==> config.mk <==
export PLATFORM = sky130hd
export DESIGN_NAME = uart_word_tx
export DESIGN_NICKNAME = d
export VERILOG_FILES = /design/src/rtl/uart_pkg.sv /design/src/rtl/sync_fifo.sv /design/src/rtl/uart_word_tx.sv
export SDC_FILE = /design/constraint.sdc
export NUM_CORES = 1
export LEC_CHECK = 0
export ABC_AREA = 1
export BUFFER_PORTS_ARGS = -buffer_cell sky130_fd_sc_hd__buf_2
export CORE_ASPECT_RATIO = 0.5
export CORE_MARGIN = 8
export CORE_UTILIZATION = 52
export CTS_CLUSTER_SIZE = 12
export DETAILED_ROUTE_END_ITERATION = 6
export PLACE_DENSITY = 0.69
export SKIP_CTS_REPAIR_TIMING = 1
export SYNTH_ARGS = -nofsm -noshare
export SYNTH_HDL_FRONTEND = slang
export SYNTH_HIERARCHICAL = 1
export SYNTH_SLANG_ARGS = --single-unit
export TNS_END_PERCENT = 100
==> constraint.sdc <==
create_clock -name clk -period 3.2 [get_ports clk]
set_input_delay 0.16 -clock clk [delete_from_list [all_inputs] [get_ports clk]]
set_output_delay 0.16 -clock clk [all_outputs]
set_load 0.02 [all_outputs]
==> src/rtl/uart_pkg.sv <==
// Shared types and constants for the instruction-load UART transmit path.
package uart_pkg;

  localparam int UART_DATA_BITS = 8;
  localparam int BYTES_PER_WORD = 4;

  typedef enum logic [1:0] {
    IDLE  = 2'd0,
    START = 2'd1,
    DATA  = 2'd2,
    STOP  = 2'd3
  } tx_state_e;

  function automatic int clks_per_bit(input int clk_hz, input int bit_rate);
    return clk_hz / bit_rate;
  endfunction

endpackage

==> src/rtl/sync_fifo.sv <==
// Single-clock word FIFO; pointers carry one extra wrap bit to tell full from empty.
module sync_fifo #(
  parameter int WIDTH = 32,
  parameter int DEPTH = 4
) (
  input  logic             clk,
  input  logic             rst,
  input  logic             push,
  input  logic             pop,
  input  logic [WIDTH-1:0] wdata,
  output logic [WIDTH-1:0] rdata,
  output logic             full,
  output logic             empty
);

  localparam int AW = $clog2(DEPTH);
  localparam logic [AW:0] PTR_ONE = {{AW{1'b0}}, 1'b1};

  logic [AW:0]      wr_ptr_q, wr_ptr_d;
  logic [AW:0]      rd_ptr_q, rd_ptr_d;
  logic [WIDTH-1:0] mem_q [DEPTH];

  assign empty = (wr_ptr_q == rd_ptr_q);
  assign full  = (wr_ptr_q[AW] != rd_ptr_q[AW]) &&
                 (wr_ptr_q[AW-1:0] == rd_ptr_q[AW-1:0]);
  assign rdata = mem_q[rd_ptr_q[AW-1:0]];

  always_comb begin
    wr_ptr_d = wr_ptr_q;
    rd_ptr_d = rd_ptr_q;
    if (push && !full)
      wr_ptr_d = wr_ptr_q + PTR_ONE;
    if (pop && !empty)
      rd_ptr_d = rd_ptr_q + PTR_ONE;
  end

  always_ff @(posedge clk) begin
    if (rst) begin
      wr_ptr_q <= '0;
      rd_ptr_q <= '0;
    end else begin
      wr_ptr_q <= wr_ptr_d;
      rd_ptr_q <= rd_ptr_d;
    end
  end

  // Storage needs no reset: only slots between the pointers are ever read.
  always_ff @(posedge clk) begin
    if (push && !full)
      mem_q[wr_ptr_q[AW-1:0]] <= wdata;
  end

endmodule

==> src/rtl/uart_word_tx.sv <==
// 8N1 transmitter that buffers 32-bit words and sends each as four bytes, LSB byte first.
// word_valid/word_ready: a word is taken on a rising edge where both are high; ready depends only on FIFO fullness.
module uart_word_tx
  import uart_pkg::*;
#(
  parameter int CLK_HZ       = 50000000,
  parameter int BIT_RATE     = 9600,
  parameter int CLKS_PER_BIT = clks_per_bit(CLK_HZ, BIT_RATE),
  parameter int FIFO_DEPTH   = 4
) (
  input  logic        clk,
  input  logic        rst,
  input  logic        uart_tx_en,
  input  logic        word_valid,
  input  logic [31:0] word_data,
  output logic        word_ready,
  output logic        uart_txd,
  output logic        uart_tx_busy,
  output logic        word_done
);

  localparam int WORD_W = UART_DATA_BITS * BYTES_PER_WORD;
  localparam int BAUD_W = $clog2(CLKS_PER_BIT);
  localparam int BIT_W  = $clog2(UART_DATA_BITS);
  localparam int IDX_W  = $clog2(BYTES_PER_WORD);

  localparam logic [BAUD_W-1:0] BAUD_MAX = BAUD_W'(CLKS_PER_BIT - 1);
  localparam logic [BAUD_W-1:0] BAUD_ONE = BAUD_W'(1);
  localparam logic [BIT_W-1:0]  BIT_LAST = BIT_W'(UART_DATA_BITS - 1);
  localparam logic [BIT_W-1:0]  BIT_ONE  = BIT_W'(1);
  localparam logic [IDX_W-1:0]  IDX_LAST = IDX_W'(BYTES_PER_WORD - 1);
  localparam logic [IDX_W-1:0]  IDX_ONE  = IDX_W'(1);

  tx_state_e          state_q, state_d;
  logic [BAUD_W-1:0]  baud_q, baud_d;
  logic [BIT_W-1:0]   bit_q, bit_d;
  logic [IDX_W-1:0]   idx_q, idx_d;
  logic [WORD_W-1:0]  shift_q, shift_d;
  logic               txd_q, txd_d;
  logic               done_pend_q, done_pend_d;
  logic               word_done_q;

  logic               fifo_pop, fifo_full, fifo_empty, fifo_push;
  logic [WORD_W-1:0]  fifo_rdata;
  logic               baud_tick, try_launch;
  logic [IDX_W-1:0]   launch_idx;
  logic [7:0]         cur_byte;

  assign fifo_push = word_valid && !fifo_full;

  sync_fifo #(
    .WIDTH (WORD_W),
    .DEPTH (FIFO_DEPTH)
  ) u_fifo (
    .clk   (clk),
    .rst   (rst),
    .push  (fifo_push),
    .pop   (fifo_pop),
    .wdata (word_data),
    .rdata (fifo_rdata),
    .full  (fifo_full),
    .empty (fifo_empty)
  );

  assign cur_byte = shift_q[idx_q*UART_DATA_BITS +: UART_DATA_BITS];

  always_comb begin
    state_d     = state_q;
    baud_d      = baud_q;
    bit_d       = bit_q;
    idx_d       = idx_q;
    shift_d     = shift_q;
    done_pend_d = 1'b0;
    fifo_pop    = 1'b0;
    try_launch  = 1'b0;
    launch_idx  = idx_q;
    baud_tick   = (baud_q == '0);
    txd_d       = 1'b1;

    case (state_q)
      IDLE: try_launch = 1'b1;
      START: begin
        txd_d = 1'b0;
        if (baud_tick) begin
          state_d = DATA;
          bit_d   = '0;
          baud_d  = BAUD_MAX;
        end else begin
          baud_d = baud_q - BAUD_ONE;
        end
      end
      DATA: begin
        txd_d = cur_byte[bit_q];
        if (baud_tick) begin
          baud_d = BAUD_MAX;
          if (bit_q == BIT_LAST)
            state_d = STOP;
          else
            bit_d = bit_q + BIT_ONE;
        end else begin
          baud_d = baud_q - BAUD_ONE;
        end
      end
      STOP: begin
        if (baud_tick) begin
          idx_d       = idx_q + IDX_ONE;
          launch_idx  = idx_q + IDX_ONE;
          done_pend_d = (idx_q == IDX_LAST);
          state_d     = IDLE;
          baud_d      = BAUD_MAX;
          try_launch  = 1'b1;
        end else begin
          baud_d = baud_q - BAUD_ONE;
        end
      end
      default: state_d = IDLE;
    endcase

    // A nonzero index means the shift register still holds unsent bytes of the current word.
    if (try_launch && uart_tx_en) begin
      if (launch_idx != '0) begin
        state_d = START;
        baud_d  = BAUD_MAX;
      end else if (!fifo_empty) begin
        fifo_pop = 1'b1;
        shift_d  = fifo_rdata;
        state_d  = START;
        baud_d   = BAUD_MAX;
      end
    end
  end

  always_ff @(posedge clk) begin
    if (rst) begin
      state_q     <= IDLE;
      baud_q      <= '0;
      bit_q       <= '0;
      idx_q       <= '0;
      shift_q     <= '0;
      txd_q       <= 1'b1;
      done_pend_q <= 1'b0;
      word_done_q <= 1'b0;
    end else begin
      state_q     <= state_d;
      baud_q      <= baud_d;
      bit_q       <= bit_d;
      idx_q       <= idx_d;
      shift_q     <= shift_d;
      txd_q       <= txd_d;
      done_pend_q <= done_pend_d;
      word_done_q <= done_pend_q;
    end
  end

  // The line is registered one cycle behind the FSM, so word_done is delayed to match.
  assign uart_txd     = txd_q;
  assign word_done    = word_done_q;
  assign word_ready   = !fifo_full;
  assign uart_tx_busy = (state_q != IDLE) || !fifo_empty || (idx_q != '0);

endmodule

After elaboration in Yosys (flattened, before gate mapping)
Memory sizes are Yosys's and may differ from the RTL's. A register that Yosys moved wholly into a read port is not among the register bits. Index checks and enable logic that the tools add are counted.

Bits in writable memories: 128. Output and inout bits: 4. Memories kept: 1. Register bits: 29. Logic and storage cells: 80.

Memory list: u_fifo.mem_q (depth 4, width 32, rd ports 1, clocked after Yosys merged registers in 1, wr ports 1, RTL line sync_fifo.sv:21) `logic [WIDTH-1:0] mem_q [DEPTH];`.

Shift operators: 1. Equality and inequality tests: 11. $lt $le $gt $ge: 1. Bitwise operators: 4. Reductions and logical operators: 19. Add/sub/neg operators: 5. Multiplexer cells: 29.

Operators with widths (number): $mux W13 (5); $shiftx A32 B6 Y8 (1); $mux W2 (9); $logic_not A13 Y1 (1); $sub A13 B1 Y13 const B (1); $add A3 B1 Y3 const B (3); $mux W3 (3); $reduce_bool A2 Y1 (4); $mux W1 (7); $eq A2 B2 Y1 const B (3); $ne A2 B2 Y1 const B (3); $pmux W2 S3 (1); $pmux W3 S2 (1); $reduce_or A3 Y1 (2); $logic_and A1 B1 Y1 (5); $lt A3 B4 Y1 const B (1); $not A1 Y1 (4); $pmux W1 S2 (2); $reduce_and A4 Y1 (1); $bmux W1 S3 (1); $eq A3 B3 Y1 (1); $eq A3 B3 Y1 const B (1); $reduce_and A3 Y1 (1); $add A2 B1 Y2 const B (1); 6 further kinds (8).

Logic depth before layout (Yosys ltp)
Depth in word-level cells: 7. Gate-level depth with buffers: 16.

Modules after synthesis
The synthesis kept the hierarchy.

By module, submodules not included: sync_fifo (area an instance 5230.0 µm², cells an instance 385, times used 1, sequential area each 4003.8 µm²); uart_word_tx (area an instance 3081.7 µm², cells an instance 453, times used 1, sequential area each 1101.1 µm²).

Worst setup path after synthesis
OpenSTA, ideal clock, no wires.

Kind: register -> register. From: reg u_fifo.wr_ptr_q[0]. To: mem u_fifo.mem_q[0][0], enable pin. Buffers on the path: 0. Clock period less this slack: 2.946 ns. Arrival: 2.525 ns. Cell stages (with the launch flop): 9. Path slack: 0.254 ns. Library setup time: 0.421 ns. Data required time: 2.779 ns. Path through: dfxtp_1 inv_1 nand2_1 nand2_2 nand3_4 inv_1 nor2_1 nand2_1 nor2_1.

Longest elaborated chain between the ends: 7.

Ends and longest elaborated chain: from (decl) (RTL line sync_fifo.sv:19) `logic [AW:0] wr_ptr_q, wr_ptr_d;`; from (signal assigned) (RTL line sync_fifo.sv:42) `wr_ptr_q <= wr_ptr_d;`; $eq A2 B2 Y1 (RTL line sync_fifo.sv:25) `(wr_ptr_q[AW-1:0] == rd_ptr_q[AW-1:0]);`; $logic_and A1 B1 Y1 (RTL line sync_fifo.sv:24) `assign full = (wr_ptr_q[AW] != rd_ptr_q[AW]) &&`; via fifo_full (RTL line uart_word_tx.sv:43) `logic fifo_pop, fifo_full, fifo_empty, fifo_push;`; $logic_not A1 Y1 (RTL line uart_word_tx.sv:49) `assign fifo_push = word_valid && !fifo_full;`; $logic_and A1 B1 Y1 (RTL line uart_word_tx.sv:49); via fifo_push (RTL line uart_word_tx.sv:43); $logic_and A1 B1 Y1 (RTL line sync_fifo.sv:49) `if (push && !full)`; $mux W1 (RTL line sync_fifo.sv:49); $mux W1 (implied by the code) (RTL line sync_fifo.sv:50) `mem_q[wr_ptr_q[AW-1:0]] <= wdata;`; to (decl) (RTL line sync_fifo.sv:21).

The timed path passes the listed nets, and every way through them passes these cells.

Worst setup path after layout
From: reg idx_q[1]. To: reg u_fifo.rd_ptr_q[2].

Longest elaborated chain between the ends: 7.

Ends and longest elaborated chain: from (decl) (RTL line uart_word_tx.sv:37) `logic [IDX_W-1:0] idx_q, idx_d;`; from (signal assigned) (RTL line uart_word_tx.sv:147) `idx_q <= idx_d;`; $add A2 B1 Y2 (RTL line uart_word_tx.sv:107) `launch_idx = idx_q + IDX_ONE;`; $mux W2; $mux W2 (*) (RTL line uart_word_tx.sv:80) `case (state_q)`; $reduce_bool A2 Y1 (*) (RTL line uart_word_tx.sv:121) `if (launch_idx != '0) begin`; $mux W1 (*) (RTL line uart_word_tx.sv:121); $mux W1 (*) (RTL line uart_word_tx.sv:120) `if (try_launch && uart_tx_en) begin`; $logic_and A1 B1 Y1 (*) (RTL line sync_fifo.sv:33) `if (pop && !empty)`; to (signal assigned) (RTL line sync_fifo.sv:43) `rd_ptr_q <= rd_ptr_d;`; to (decl) (RTL line sync_fifo.sv:20) `logic [AW:0] rd_ptr_q, rd_ptr_d;`.

Mark *: on every way between the ends. The rest lies on a longest branch, timed or not. A chain may end at the register's enable or synchronous reset.

==> results_dict.tcl <==
set metrics [dict create \
    dp.cells 1057 \
    grt_pass1_vias 5607 \
    setup_tns_ns 0 \
    cp-end-kind "register" \
    hold_viol 0 \
    cellPowerDensity_mw_per_mm2 759.1 \
    clk_pin_slew_worst_paths_ns 0.08 \
    cts_buffers 17 \
    portBuffers 39 \
    clock_latency_ns 0.44 \
    grt_setup_unrepaired "false" \
    boundaryPins 40 \
    dp_hpwl_mm 10.91 \
    ys_seq_elements 191 \
    wl_mm 17.75 \
    status "finished, final reports clean" \
    synth_area_per_cell_sq_um 9.919 \
    synth_nets 889 \
    gr-total-overflow 0 \
    finalSetupViolCount 0 \
    cts.sinks 191 \
    grt_max_degree 65 \
    num_vias 6024 \
    final.min_clock_period_ns 2.624 \
    r2r-start "idx_q[1]$_SDFF_PP0_" \
    hold_class "primary input to register" \
    tightest_slew_ns 0.6747 \
    cp_slowest_stage_delay_ns 0.54 \
    die_area_sq_mm 0.02053 \
    start_util 0.5350 \
    min-delay-start "rst" \
    firstDrtPassIters 6 \
    drv_cap 0 \
    crit_path_frequent_cell "nand2_1" \
    cts_tree "yes" \
    fin_skew_ns 0.01738 \
    peakVddDrop_mv 0.3974 \
    finalMaxSlewViolations 0 \
    grt_pass1_wl_mm 28.27 \
    worstPathArrival_ns 2.95 \
    die_w_um 194.8 \
    ys_seq_area_frac 0.6142 \
    synth_edf_count 128 \
    antenna_cells 0 \
    cp.required_ns 3.53 \
    path_cells "clkinv_1 -> ha_1 -> inv_1 -> nand4_1 -> nand2_1 -> nand2_2 -> nor2_8 -> nand2_1 -> inv_1 -> nand3_1 -> nand2_1 -> nor2_1" \
    crit_fanout 37 \
    ys_dominant_reg_cell "edfxtp_1" \
    htreeDepth 4 \
    fp.dieH_um 105.4 \
    track_usage 0.1701 \
    start_kind "register" \
    yosysUniqueCellTypes 34 \
    wl_per_cell_um 15.83 \
    max_freq_mhz 381.2 \
    final_nets 955 \
    max-slew-margin-rel 0.5502 \
    drc 0 \
    viasPerCell 5.374 \
    ctsLongestPathBuffers 2 \
    synth_area_sq_mm 0.008312 \
    critPathLaunch "idx_q[1]$_SDFF_PP0_" \
    cpMaxStageDelayCell "dfxtp_1" \
    core_sq_mm 0.01553 \
    final_common_cell "nor2_1" \
    clockRootBuffer "clkbuf_16" \
    ant_nets 0 \
    fin_crit_sh 0.8199 \
    antenna_found_initial 0 \
    drt_iter0_drc 419 \
    gp_congestion 0.8815 \
    drive_gt1_frac 0.1243 \
    mostFrequentLayoutCells "nor2_1 (168), nand2_1 (136), edfxtp_1 (128)" \
    p_leak_nw 3.737 \
    yosys_warnings 6 \
    areaGrowthSynthToFinish_pct 15.63 \
    critical_path_class "register to register" \
    syn_inst 838 \
    rows 32 \
    synthArstFlopShare 0 \
    layoutNonFillerInstCount 1121 \
]
[area by class of cell]
| class | instances | area, sq um |
|---|---|---|
| multi-input cells | 559 | 2808 |
| inverters | 51 | 198.9 |
| fillers | 1246 | 5924 |
| well taps | 204 | 255.2 |
| clock buffers | 17 | 425.4 |
| flip-flops and latches | 191 | 5106 |
| clock inverters | 15 | 203.9 |
| repair buffers | 84 | 613.1 |
[flip-flops by register name (all words and copies together), names as in the netlist, 2 cells and up, named ones only]
register         cells
u_fifo/mem_q       128
shift_q             32
baud_q              13
bit_q                3
u_fifo/rd_ptr_q      3
u_fifo/wr_ptr_q      3
idx_q                2
state_q              2
[power breakdown]
part / switching (mW) / leakage [nW] / internal [mW]
combinational: 1.28 / 1.74 / 0.723
clock: 1.10 / 0.305 / 1.09
sequential: 0.176 / 1.69 / 2.93
[cell usage after synthesis (2+ instances only)]
master    count  area (sq um)
clkbuf_1     10         37.54
buf_6         4         45.04
nand4_1       5         31.28
inv_1        43         161.4
nand3b_1     33         247.7
nand2_1     136         510.5
nor3_1        2         10.01
nand3_4       2         35.03
clkinv_1      2         7.510
dfxtp_1      63          1261
inv_2         4         15.01
a21oi_1      17         85.08
buf_4         5         37.54
nand2_4       3         33.78
nand2_2       6         37.54
nor2_1      171         641.9
nor2_8        2         40.04
edfxtp_1    128          3844
o211ai_1      2         15.01
xnor2_1       3         26.28
buf_2        15         75.07
o22ai_1      32         200.2
o21ai_0      64         320.3
nand3_1      44         220.2
o21ai_1       7         35.03
nor2_2        5         31.28
buf_1         2         7.510
xor2_1        8         70.07
ha_1         15         187.7
[path summary, 6_finish.rpt]
check        depth (start not counted)                         endpoint  slack, ns
max                                 12  u_fifo/rd_ptr_q[2]$_SDFFE_PP0P_       0.58
min                                  2             baud_q[4]$_SDFF_PP0_       0.09
max reg2reg                         12  u_fifo/rd_ptr_q[2]$_SDFFE_PP0P_       0.58
min reg2reg                          2             word_done$_SDFF_PP0_       0.42
[stage by stage]
| stage | area, sq um | worst slack [ns] | util | power (mW) | hold slack [ns] |
|---|---|---|---|---|---|
| 2_1_floorplan | 8312 | 0.2541 | - | 4.665 | 0.2589 |
| 3_3_place_gp | 8661 | 0.7051 | 0.5575 | 5.059 | 0.3719 |
| 3_5_place_dp | 8661 | 0.5850 | 0.5575 | 5.107 | 0.3775 |
| 4_1_cts | 9290 | 0.5785 | 0.5980 | 7.294 | -0.08118 |
| 5_1_grt | 9610 | 0.2281 | 0.6186 | 7.697 | 0.08790 |
| 6_report | 9610 | 0.5764 | 0.6186 | 7.296 | 0.08934 |
[cell families (layout without fill, tap and decap cells)]
group           Yosys count  in the layout  synth area share
compound gates          122            122           0.07888
xor+xnor                 11             11           0.01159
fa+ha+maj                15             15           0.02258
buf+inv                  88            167           0.04892
flops                   191            191            0.6142
simple gates            411            411            0.2238
[critical path: cells and delay by family (launching register included)]
kind | cells | cell delay (ns)
adders and majority gates | 1 | 0.39
buffers and inverters | 3 | 0.48
DFF | 1 | 0.54
and+or+nand+nor | 8 | 1.13
[per-layer routing]
metal,global-route usage,part of all wire,vias to the layer above
li1,-,-,2979
met1,0.2347,0.49,2882
met2,0.2720,0.46,151
met3,0.03301,0.045,12
met4,0.04895,0.0095,0
met5,0,0,-
No activity file was read; power rests on OpenSTA's default activity.
